**src/rtl/fpu_utils_norm_pipe_pkg.sv**
```systemverilog
// Shared types and defaults for the FPU leading-zero normalizer slice.
package fpu_utils_norm_pipe_pkg;

    localparam int DATA_WIDTH_DEF  = 77;
    localparam int SHAMT_WIDTH_DEF = 7;
    localparam int EXP_WIDTH_DEF   = 13;

    typedef struct packed {
        logic [DATA_WIDTH_DEF-1:0]  data;
        logic [EXP_WIDTH_DEF-1:0]   exp;
        logic [SHAMT_WIDTH_DEF-1:0] max_shamt;
    } norm_req_t;

    typedef struct packed {
        logic [DATA_WIDTH_DEF-1:0]  data;
        logic [EXP_WIDTH_DEF-1:0]   exp;
        logic [SHAMT_WIDTH_DEF-1:0] shamt;
        logic                       zero;
        logic                       tiny;
    } norm_rsp_t;

endpackage

```
**src/rtl/fpu_utils_barrel_shift.sv**
```systemverilog
// Logarithmic barrel shifter; LEFT selects shift direction, vacated bits are zero-filled.
module fpu_utils_barrel_shift #(
    parameter int DATA_WIDTH  = 77,
    parameter int SHAMT_WIDTH = 7,
    parameter bit LEFT        = 1'b1
) (
    input  logic [DATA_WIDTH-1:0]  data_i,
    input  logic [SHAMT_WIDTH-1:0] shamt_i,
    output logic [DATA_WIDTH-1:0]  data_o
);

    logic [SHAMT_WIDTH:0][DATA_WIDTH-1:0] stg;

    assign stg[0] = data_i;

    for (genvar k = 0; k < SHAMT_WIDTH; k++) begin : g_stage
        if (LEFT) begin : g_left
            assign stg[k+1] = shamt_i[k] ? (stg[k] << (1 << k)) : stg[k];
        end else begin : g_right
            assign stg[k+1] = shamt_i[k] ? (stg[k] >> (1 << k)) : stg[k];
        end
    end

    assign data_o = stg[SHAMT_WIDTH];

endmodule

```
**src/rtl/fpu_utils_lzc.sv**
```systemverilog
// Combinational leading-zero counter; cnt = DATA_WIDTH when the input is all zeros.
module fpu_utils_lzc
    import fpu_utils_norm_pipe_pkg::*;
#(
    parameter int DATA_WIDTH  = DATA_WIDTH_DEF,
    parameter int SHAMT_WIDTH = SHAMT_WIDTH_DEF
) (
    input  logic [DATA_WIDTH-1:0]  data_i,
    output logic [SHAMT_WIDTH-1:0] cnt_o,
    output logic                   all_zero_o
);

    // Priority scan from the LSB upward: the highest set bit writes last and wins.
    always_comb begin
        cnt_o      = SHAMT_WIDTH'(DATA_WIDTH);
        all_zero_o = 1'b1;
        for (int i = 0; i < DATA_WIDTH; i++) begin
            if (data_i[i]) begin
                cnt_o      = SHAMT_WIDTH'(DATA_WIDTH - 1 - i);
                all_zero_o = 1'b0;
            end
        end
    end

endmodule

```
**src/rtl/fpu_utils_norm_pipe.sv**
```systemverilog
// Two-stage leading-zero normalizer: stage 1 counts and clamps, stage 2 shifts and adjusts the exponent.
module fpu_utils_norm_pipe
    import fpu_utils_norm_pipe_pkg::*;
#(
    parameter int DATA_WIDTH  = DATA_WIDTH_DEF,
    parameter int SHAMT_WIDTH = SHAMT_WIDTH_DEF,
    parameter int EXP_WIDTH   = EXP_WIDTH_DEF
) (
    input  logic                   clk_i,
    input  logic                   rst_ni,
    input  logic                   valid_i,
    output logic                   ready_o,
    input  logic [DATA_WIDTH-1:0]  data_i,
    input  logic [EXP_WIDTH-1:0]   exp_i,
    input  logic [SHAMT_WIDTH-1:0] max_shamt_i,
    output logic                   valid_o,
    input  logic                   ready_i,
    output logic [DATA_WIDTH-1:0]  data_o,
    output logic [EXP_WIDTH-1:0]   exp_o,
    output logic [SHAMT_WIDTH-1:0] shamt_o,
    output logic                   zero_o,
    output logic                   tiny_o
);

    // vld_pipe_q[1] is stage 1 occupancy, vld_pipe_q[2] is stage 2 (the output).
    logic [2:1] vld_pipe_q, vld_pipe_d;

    logic s2_ready, accept, advance;

    assign s2_ready = !vld_pipe_q[2] || ready_i;
    assign ready_o  = !vld_pipe_q[1] || s2_ready;
    assign accept   = valid_i && ready_o;
    assign advance  = vld_pipe_q[1] && s2_ready;
    assign valid_o  = vld_pipe_q[2];

    always_comb begin
        vld_pipe_d = vld_pipe_q;
        if (advance)      vld_pipe_d[1] = 1'b0;
        if (accept)       vld_pipe_d[1] = 1'b1;
        if (ready_i)      vld_pipe_d[2] = 1'b0;
        if (advance)      vld_pipe_d[2] = 1'b1;
    end

    always_ff @(posedge clk_i or negedge rst_ni) begin
        if (!rst_ni) vld_pipe_q <= '0;
        else         vld_pipe_q <= vld_pipe_d;
    end

    // ---------------- stage 1: count and clamp ----------------
    logic [SHAMT_WIDTH-1:0] lzc;
    logic                   in_zero;

    fpu_utils_lzc #(
        .DATA_WIDTH  (DATA_WIDTH),
        .SHAMT_WIDTH (SHAMT_WIDTH)
    ) u_lzc (
        .data_i     (data_i),
        .cnt_o      (lzc),
        .all_zero_o (in_zero)
    );

    logic [SHAMT_WIDTH-1:0] sh_d;
    logic                   tiny_d;

    always_comb begin
        sh_d   = '0;
        tiny_d = 1'b0;
        if (!in_zero) begin
            if (lzc > max_shamt_i) begin
                sh_d   = max_shamt_i;
                tiny_d = 1'b1;
            end else begin
                sh_d   = lzc;
            end
        end
    end

    logic [DATA_WIDTH-1:0]  s1_data_q;
    logic [EXP_WIDTH-1:0]   s1_exp_q;
    logic [SHAMT_WIDTH-1:0] s1_sh_q;
    logic                   s1_zero_q, s1_tiny_q;

    always_ff @(posedge clk_i or negedge rst_ni) begin
        if (!rst_ni) begin
            s1_data_q <= '0;
            s1_exp_q  <= '0;
            s1_sh_q   <= '0;
            s1_zero_q <= 1'b0;
            s1_tiny_q <= 1'b0;
        end else if (accept) begin
            s1_data_q <= data_i;
            s1_exp_q  <= exp_i;
            s1_sh_q   <= sh_d;
            s1_zero_q <= in_zero;
            s1_tiny_q <= tiny_d;
        end
    end

    // ---------------- stage 2: shift and adjust exponent ----------------
    logic [DATA_WIDTH-1:0] shifted;
    logic [EXP_WIDTH-1:0]  exp_d;

    fpu_utils_barrel_shift #(
        .DATA_WIDTH  (DATA_WIDTH),
        .SHAMT_WIDTH (SHAMT_WIDTH),
        .LEFT        (1'b1)
    ) u_shift (
        .data_i  (s1_data_q),
        .shamt_i (s1_sh_q),
        .data_o  (shifted)
    );

    assign exp_d = s1_exp_q - {{(EXP_WIDTH-SHAMT_WIDTH){1'b0}}, s1_sh_q};

    logic [DATA_WIDTH-1:0]  data_q;
    logic [EXP_WIDTH-1:0]   exp_q;
    logic [SHAMT_WIDTH-1:0] shamt_q;
    logic                   zero_q, tiny_q;

    always_ff @(posedge clk_i or negedge rst_ni) begin
        if (!rst_ni) begin
            data_q  <= '0;
            exp_q   <= '0;
            shamt_q <= '0;
            zero_q  <= 1'b0;
            tiny_q  <= 1'b0;
        end else if (advance) begin
            data_q  <= shifted;
            exp_q   <= exp_d;
            shamt_q <= s1_sh_q;
            zero_q  <= s1_zero_q;
            tiny_q  <= s1_tiny_q;
        end
    end

    assign data_o  = data_q;
    assign exp_o   = exp_q;
    assign shamt_o = shamt_q;
    assign zero_o  = zero_q;
    assign tiny_o  = tiny_q;

endmodule

```
**config.mk**
```make
export PLATFORM = sky130hd
export DESIGN_NAME = fpu_utils_norm_pipe
export DESIGN_NICKNAME = d
export VERILOG_FILES = /design/src/rtl/fpu_utils_norm_pipe_pkg.sv /design/src/rtl/fpu_utils_barrel_shift.sv /design/src/rtl/fpu_utils_lzc.sv /design/src/rtl/fpu_utils_norm_pipe.sv
export SDC_FILE = /design/constraint.sdc
export NUM_CORES = 1
export LEC_CHECK = 0
export CORE_MARGIN = 2
export CORE_UTILIZATION = 55
export CTS_BUF_LIST = sky130_fd_sc_hd__clkbuf_16
export CTS_CLUSTER_SIZE = 20
export DETAILED_ROUTE_END_ITERATION = 8
export GPL_TIMING_DRIVEN = 0
export PLACE_DENSITY = 0.89
export SLEW_MARGIN = 10
export SYNTH_ARGS = -nofsm -noshare
export SYNTH_HDL_FRONTEND = slang
export SYNTH_SLANG_ARGS = --single-unit
export TNS_END_PERCENT = 30
```
**constraint.sdc**
```tcl
create_clock -name clk_i -period 7.6 [get_ports clk_i]
set_input_delay 0.76 -clock clk_i [delete_from_list [all_inputs] [get_ports clk_i]]
set_output_delay 0.76 -clock clk_i [all_outputs]
set_load 0.01 [all_outputs]
```
Word-level counts from Yosys, hierarchy flattened
Cells that the tools add are included.

storage, ports and cells
  bits in registers = 200
  latch bits = 0
  memory bits (writable) = 0
  bits in read-only memories = 0
  output and inout port bits = 101
  logic and storage cells = 191
  memories kept = 0

cells by class
  $add $sub $neg = 1
  multiply operators = 0
  div/mod/pow operators = 0
  $lt $le $gt $ge = 1
  equality and inequality tests = 0
  shift operators = 0
  mux-type cells = 169
  bitwise logic cells = 0
  reductions and logical operators = 8

operators by type and width
  operator             number
  $mux W77             7
  $mux W7              66
  $mux W1              84
  $mux W4              8
  $sub A13 B7 Y13      1
  $mux W3              4
  $gt A7 B7 Y1         1
  $reduce_bool A2 Y1   2
  $logic_and A1 B1 Y1  2
  $logic_not A1 Y1     2
  $logic_or A1 B1 Y1   2

Logic depth before layout (Yosys ltp)
  depth in word-level cells = 80
  depth in mapped cells = 15
  gate-level depth less buffers = 15

By module
A second synthesis with hierarchy kept.

second synthesis, totals
  cell total of the unflattened synthesis = 1487
  area, all modules = 14466.4 um^2

modules (own cells, without submodules)
  module                  times used  cells each  area an instance (um^2)  seq. area each (um^2)
  fpu_utils_norm_pipe     1           716         8066.5                   5004.8
  fpu_utils_barrel_shift  1           597         5435.2                   0.0
  fpu_utils_lzc           1           174         964.7                    0.0

Worst setup path after synthesis
OpenSTA, ideal clock, no wires.

  path kind = in2reg
  from = input port data_i[41]
  to = register s1_sh_q[0]
  library setup time = 0.083 ns
  data arrival time = 3.478 ns
  path slack = 4.039 ns
  stages = 11
  path buffers = 0
  path through = or4_4 > nor4_4 > or2b_2 > a21oi_1 > ha_1 > a211oi_1 > o21bai_1 > o21ba_2 > or3_1 > o21a_1 > o21ai_0

on the way
  cells in the longest elaborated chain, start to end = 39

RTL lines
  what                   RTL line                   source
  start, declared        fpu_utils_norm_pipe.sv:13  input logic [DATA_WIDTH-1:0] data_i,
  $mux W7 (36 in a row)  fpu_utils_lzc.sv:18        if (data_i[i]) begin
  $gt A7 B7 Y1           fpu_utils_norm_pipe.sv:69  if (lzc > max_shamt_i) begin
  $mux W7                fpu_utils_norm_pipe.sv:69
  $mux W7 *              fpu_utils_norm_pipe.sv:68  if (!in_zero) begin
  end signal, assigned   fpu_utils_norm_pipe.sv:87  s1_sh_q <= '0;
  end signal, assigned   fpu_utils_norm_pipe.sv:93  s1_sh_q <= sh_d;
  end, declared          fpu_utils_norm_pipe.sv:80  logic [SHAMT_WIDTH-1:0] s1_sh_q;

Every way passes the cells marked *; elsewhere a longest branch is shown, timed or not.
A chain may end at the register's enable or synchronous reset.

Final worst setup path
  from = input port data_i[1]
  to = register s1_sh_q[5]

on the way
  cells in the longest elaborated chain, start to end = 79

RTL lines
  what                   RTL line
  $mux W3 (4 in a row)   fpu_utils_lzc.sv:18
  $mux W4 (8 in a row)   fpu_utils_lzc.sv:18
  $mux W7 (64 in a row)  fpu_utils_lzc.sv:18
  $gt A7 B7 Y1           fpu_utils_norm_pipe.sv:69
  $mux W7                fpu_utils_norm_pipe.sv:69
  $mux W7 *              fpu_utils_norm_pipe.sv:68

Marks and branches as above.

==> results.json <==
{
  "outcome": "complete, no violations",
  "rows": 57,
  "placedInstanceArea_um2": 16200,
  "r2r_cells": 10,
  "clk_pin_slew_ns": 0.09,
  "start_util": 0.564,
  "path_max_fanout": 6,
  "wl_per_cell_um": 26.6,
  "yosys.cell_types.count": 75,
  "post-place-ws_ns": 2.74,
  "numCtsBuffers": 17,
  "synth.largest_area_cell": "dfrtp_1",
  "synth_area_per_cell_um2": 8.66,
  "drive_gt1_frac": 0.101,
  "grt.total_usage": 0.435,
  "syn_inst": 1593,
  "ys_top_cells_by_area": "dfrtp_1, nand2_1, mux4_2, mux2i_1, o21ai_0",
  "finalNetCount": 1930,
  "cp.required_ns": 7.90,
  "grt_max_degree": 108,
  "synth_top_area_share": 0.363,
  "finalCritPeriodShare": 0.574,
  "worstMarginPinSlew_ns": 1.09,
  "finalHoldViolCount": 0,
  "portBuffers": 201,
  "crit_arrival_ns": 4.67,
  "vdd_drop_max_uv": 148,
  "drv_cap": 0,
  "cts_resized": 0,
  "regArea_um2": 5000,
  "synth_warnings": 0,
  "worst-r2r-setup-slack_ns": 3.61,
  "min_period_ns": 4.36,
  "clock-sinks": 200,
  "root_buffer": "clkbuf_16",
  "wl_um": 57100,
  "yosysMostFrequentCell": "nand2_1",
  "syn_to_final_growth_pct": 22.2,
  "dpl.hpwl_um": 45000,
  "yosys_most_used_dff": "dfrtp_1",
  "clockBufferDepth": 2,
  "io_pins": 202,
  "drc": 0,
  "grt_pass1_vias": 13900,
  "antenna_found_initial": 0,
  "setup_viol": 0,
  "fp.dieArea_um2": 26400,
  "tns_ns": 0,
  "p_per_area_nw_per_um2": 253,
  "start_kind": "input pin",
  "fin_area_um2": 16900,
  "syn_area_um2": 13800,
  "rsz0062_at_grt": "no",
  "relSlewSlack": 0.270,
  "syn_nets": 1709,
  "critPathKind": "input pin to flop",
  "drtIter0Drc": 1794,
  "clock_skew_ns": 0.0143,
  "post-route-util": 0.689,
  "end_kind": "flop",
  "vias_per_cell": 6.80,
  "r2r_end": "exp_o[9]$_DFFE_PN0P_",
  "finalWorstSetupSlack_ns": 3.24,
  "postRouteAntennaNets": 0,
  "clock_latency_ns": 0.45,
  "drt_pass1_iterations": 6,
  "ys_ff_latch": 200,
  "die_height_um": 162,
  "diodes": 0,
  "hold_class": "input pin to asynchronous set/reset pin",
  "rr_startpoint": "s1_sh_q[3]$_DFFE_PN0P_",
  "synth-edff-count": 0,
  "fill_cells": 1898,
  "holdBufCountCts": 0,
  "multi_input_comb_area_um2": 8210,
  "synthTopCellsByCount": "nand2_1, dfrtp_1, o21ai_0",
  "grt_pass1_wl_um": 85500,
  "slew_viol_final": 0,
  "coreArea_um2": 24500,
  "ys_seq_area_frac": 0.363,
  "leakagePower_uw": 0.00728,
  "async_flop_share": 1.00,
  "fp.dieW_um": 162,
  "cts_setup_buffers": 0,
  "fmax_mhz": 229,
  "h-tree-depth": 4,
  "gp_congestion": 1.05,
  "gr-total-overflow": 0,
  "num_vias": 14600,
  "cts_tree": "done"
}
[placed cells by master, fill, tap and decap left out, types with 17 or more instances in the layout]
cell / instances
buf_1: 17
o22ai_1: 35
nor3_1: 23
nand2_1: 421
a21oi_1: 54
mux2i_1: 80
clkbuf_1: 60
nor2_1: 117
inv_1: 29
nand2b_1: 17
clkbuf_16: 17
clkdlybuf4s50_1: 200
o21ai_0: 132
mux4_2: 50
mux2_2: 58
a22o_1: 23
dfrtp_1: 200
[flip-flops by register name (all words and copies together), names as in the netlist]
signal / cells
data_o: 77
exp_o: 13
s1_data_q: 77
s1_exp_q: 13
s1_sh_q: 7
s1_tiny_q: 1
s1_zero_q: 1
shamt_o: 7
tiny_o: 1
vld_pipe_q: 2
zero_o: 1
[power by group]
part	internal [µW]	switching [µW]	leakage (µW)
Combinational	808	1040	0.00449
Clock	452	508	0.000296
Sequential	1280	186	0.00249
[cell type report]
type,count,area share
sequential,200,0.297
inverter,33,0.00735
multi-input combinational,1258,0.487
timing repair buffer,202,0.121
buffer,102,0.0272
clock inverter,15,0.0112
tap,324,0.0240
clock buffer,17,0.0252
[worst max-delay path: stages]
cell             delay, ns
clkdlybuf4s50_1       0.60
nor2_1                0.08
o311ai_0              0.28
o311ai_0              0.20
a2111oi_0             0.61
o21ai_0               0.32
a211o_1               0.36
inv_1                 0.07
ha_1                  0.23
nand3b_1              0.09
a21oi_1               0.08
o21ba_2               0.26
inv_1                 0.19
mux2i_1               0.43
o22ai_1               0.12
[cells by family after synthesis]
group | share of synthesized area
muxes | 0.188
adders and majority gates | 0.0141
and+or+nand+nor | 0.200
buffers and inverters | 0.0422
xor gates and xnor gates | 0.00254
DFF | 0.363
AOI/OAI and AO/OA | 0.190
[stage by stage]
| step | total power, µW | hold slack, ns | instances |
|---|---|---|---|
| floorplan | 2380 | 0.439 | 1593 |
| global placement | 3200 | 0.454 | 2118 |
| detailed placement | 3250 | 0.461 | 2119 |
| CTS | 4190 | 0.334 | 2151 |
| global route | 4410 | 0.366 | 2151 |
| finish | 4270 | 0.297 | 2151 |
[layer usage]
metal / GRT usage / part of all wire / vias up
met1: 0.559 / 0.38 / 7000
li1: - / - / 6225
met4: 0.245 / 0.069 / 0
met5: 0 / 0 / -
met2: 0.695 / 0.45 / 1135
met3: 0.0833 / 0.10 / 259
[worst max path at each step]
stage               start                         to
4_1_cts         data_i[1]     s1_sh_q[5]$_DFFE_PN0P_
3_5_place_dp    data_i[1]     s1_sh_q[5]$_DFFE_PN0P_
5_1_grt         data_i[1]     s1_sh_q[5]$_DFFE_PN0P_
6_report        data_i[1]     s1_sh_q[5]$_DFFE_PN0P_
3_3_place_gp       rst_ni  s1_data_q[14]$_DFFE_PN0P_
2_1_floorplan  data_i[41]     s1_sh_q[0]$_DFFE_PN0P_
Note: power is estimated with default switching activity, not from simulation.
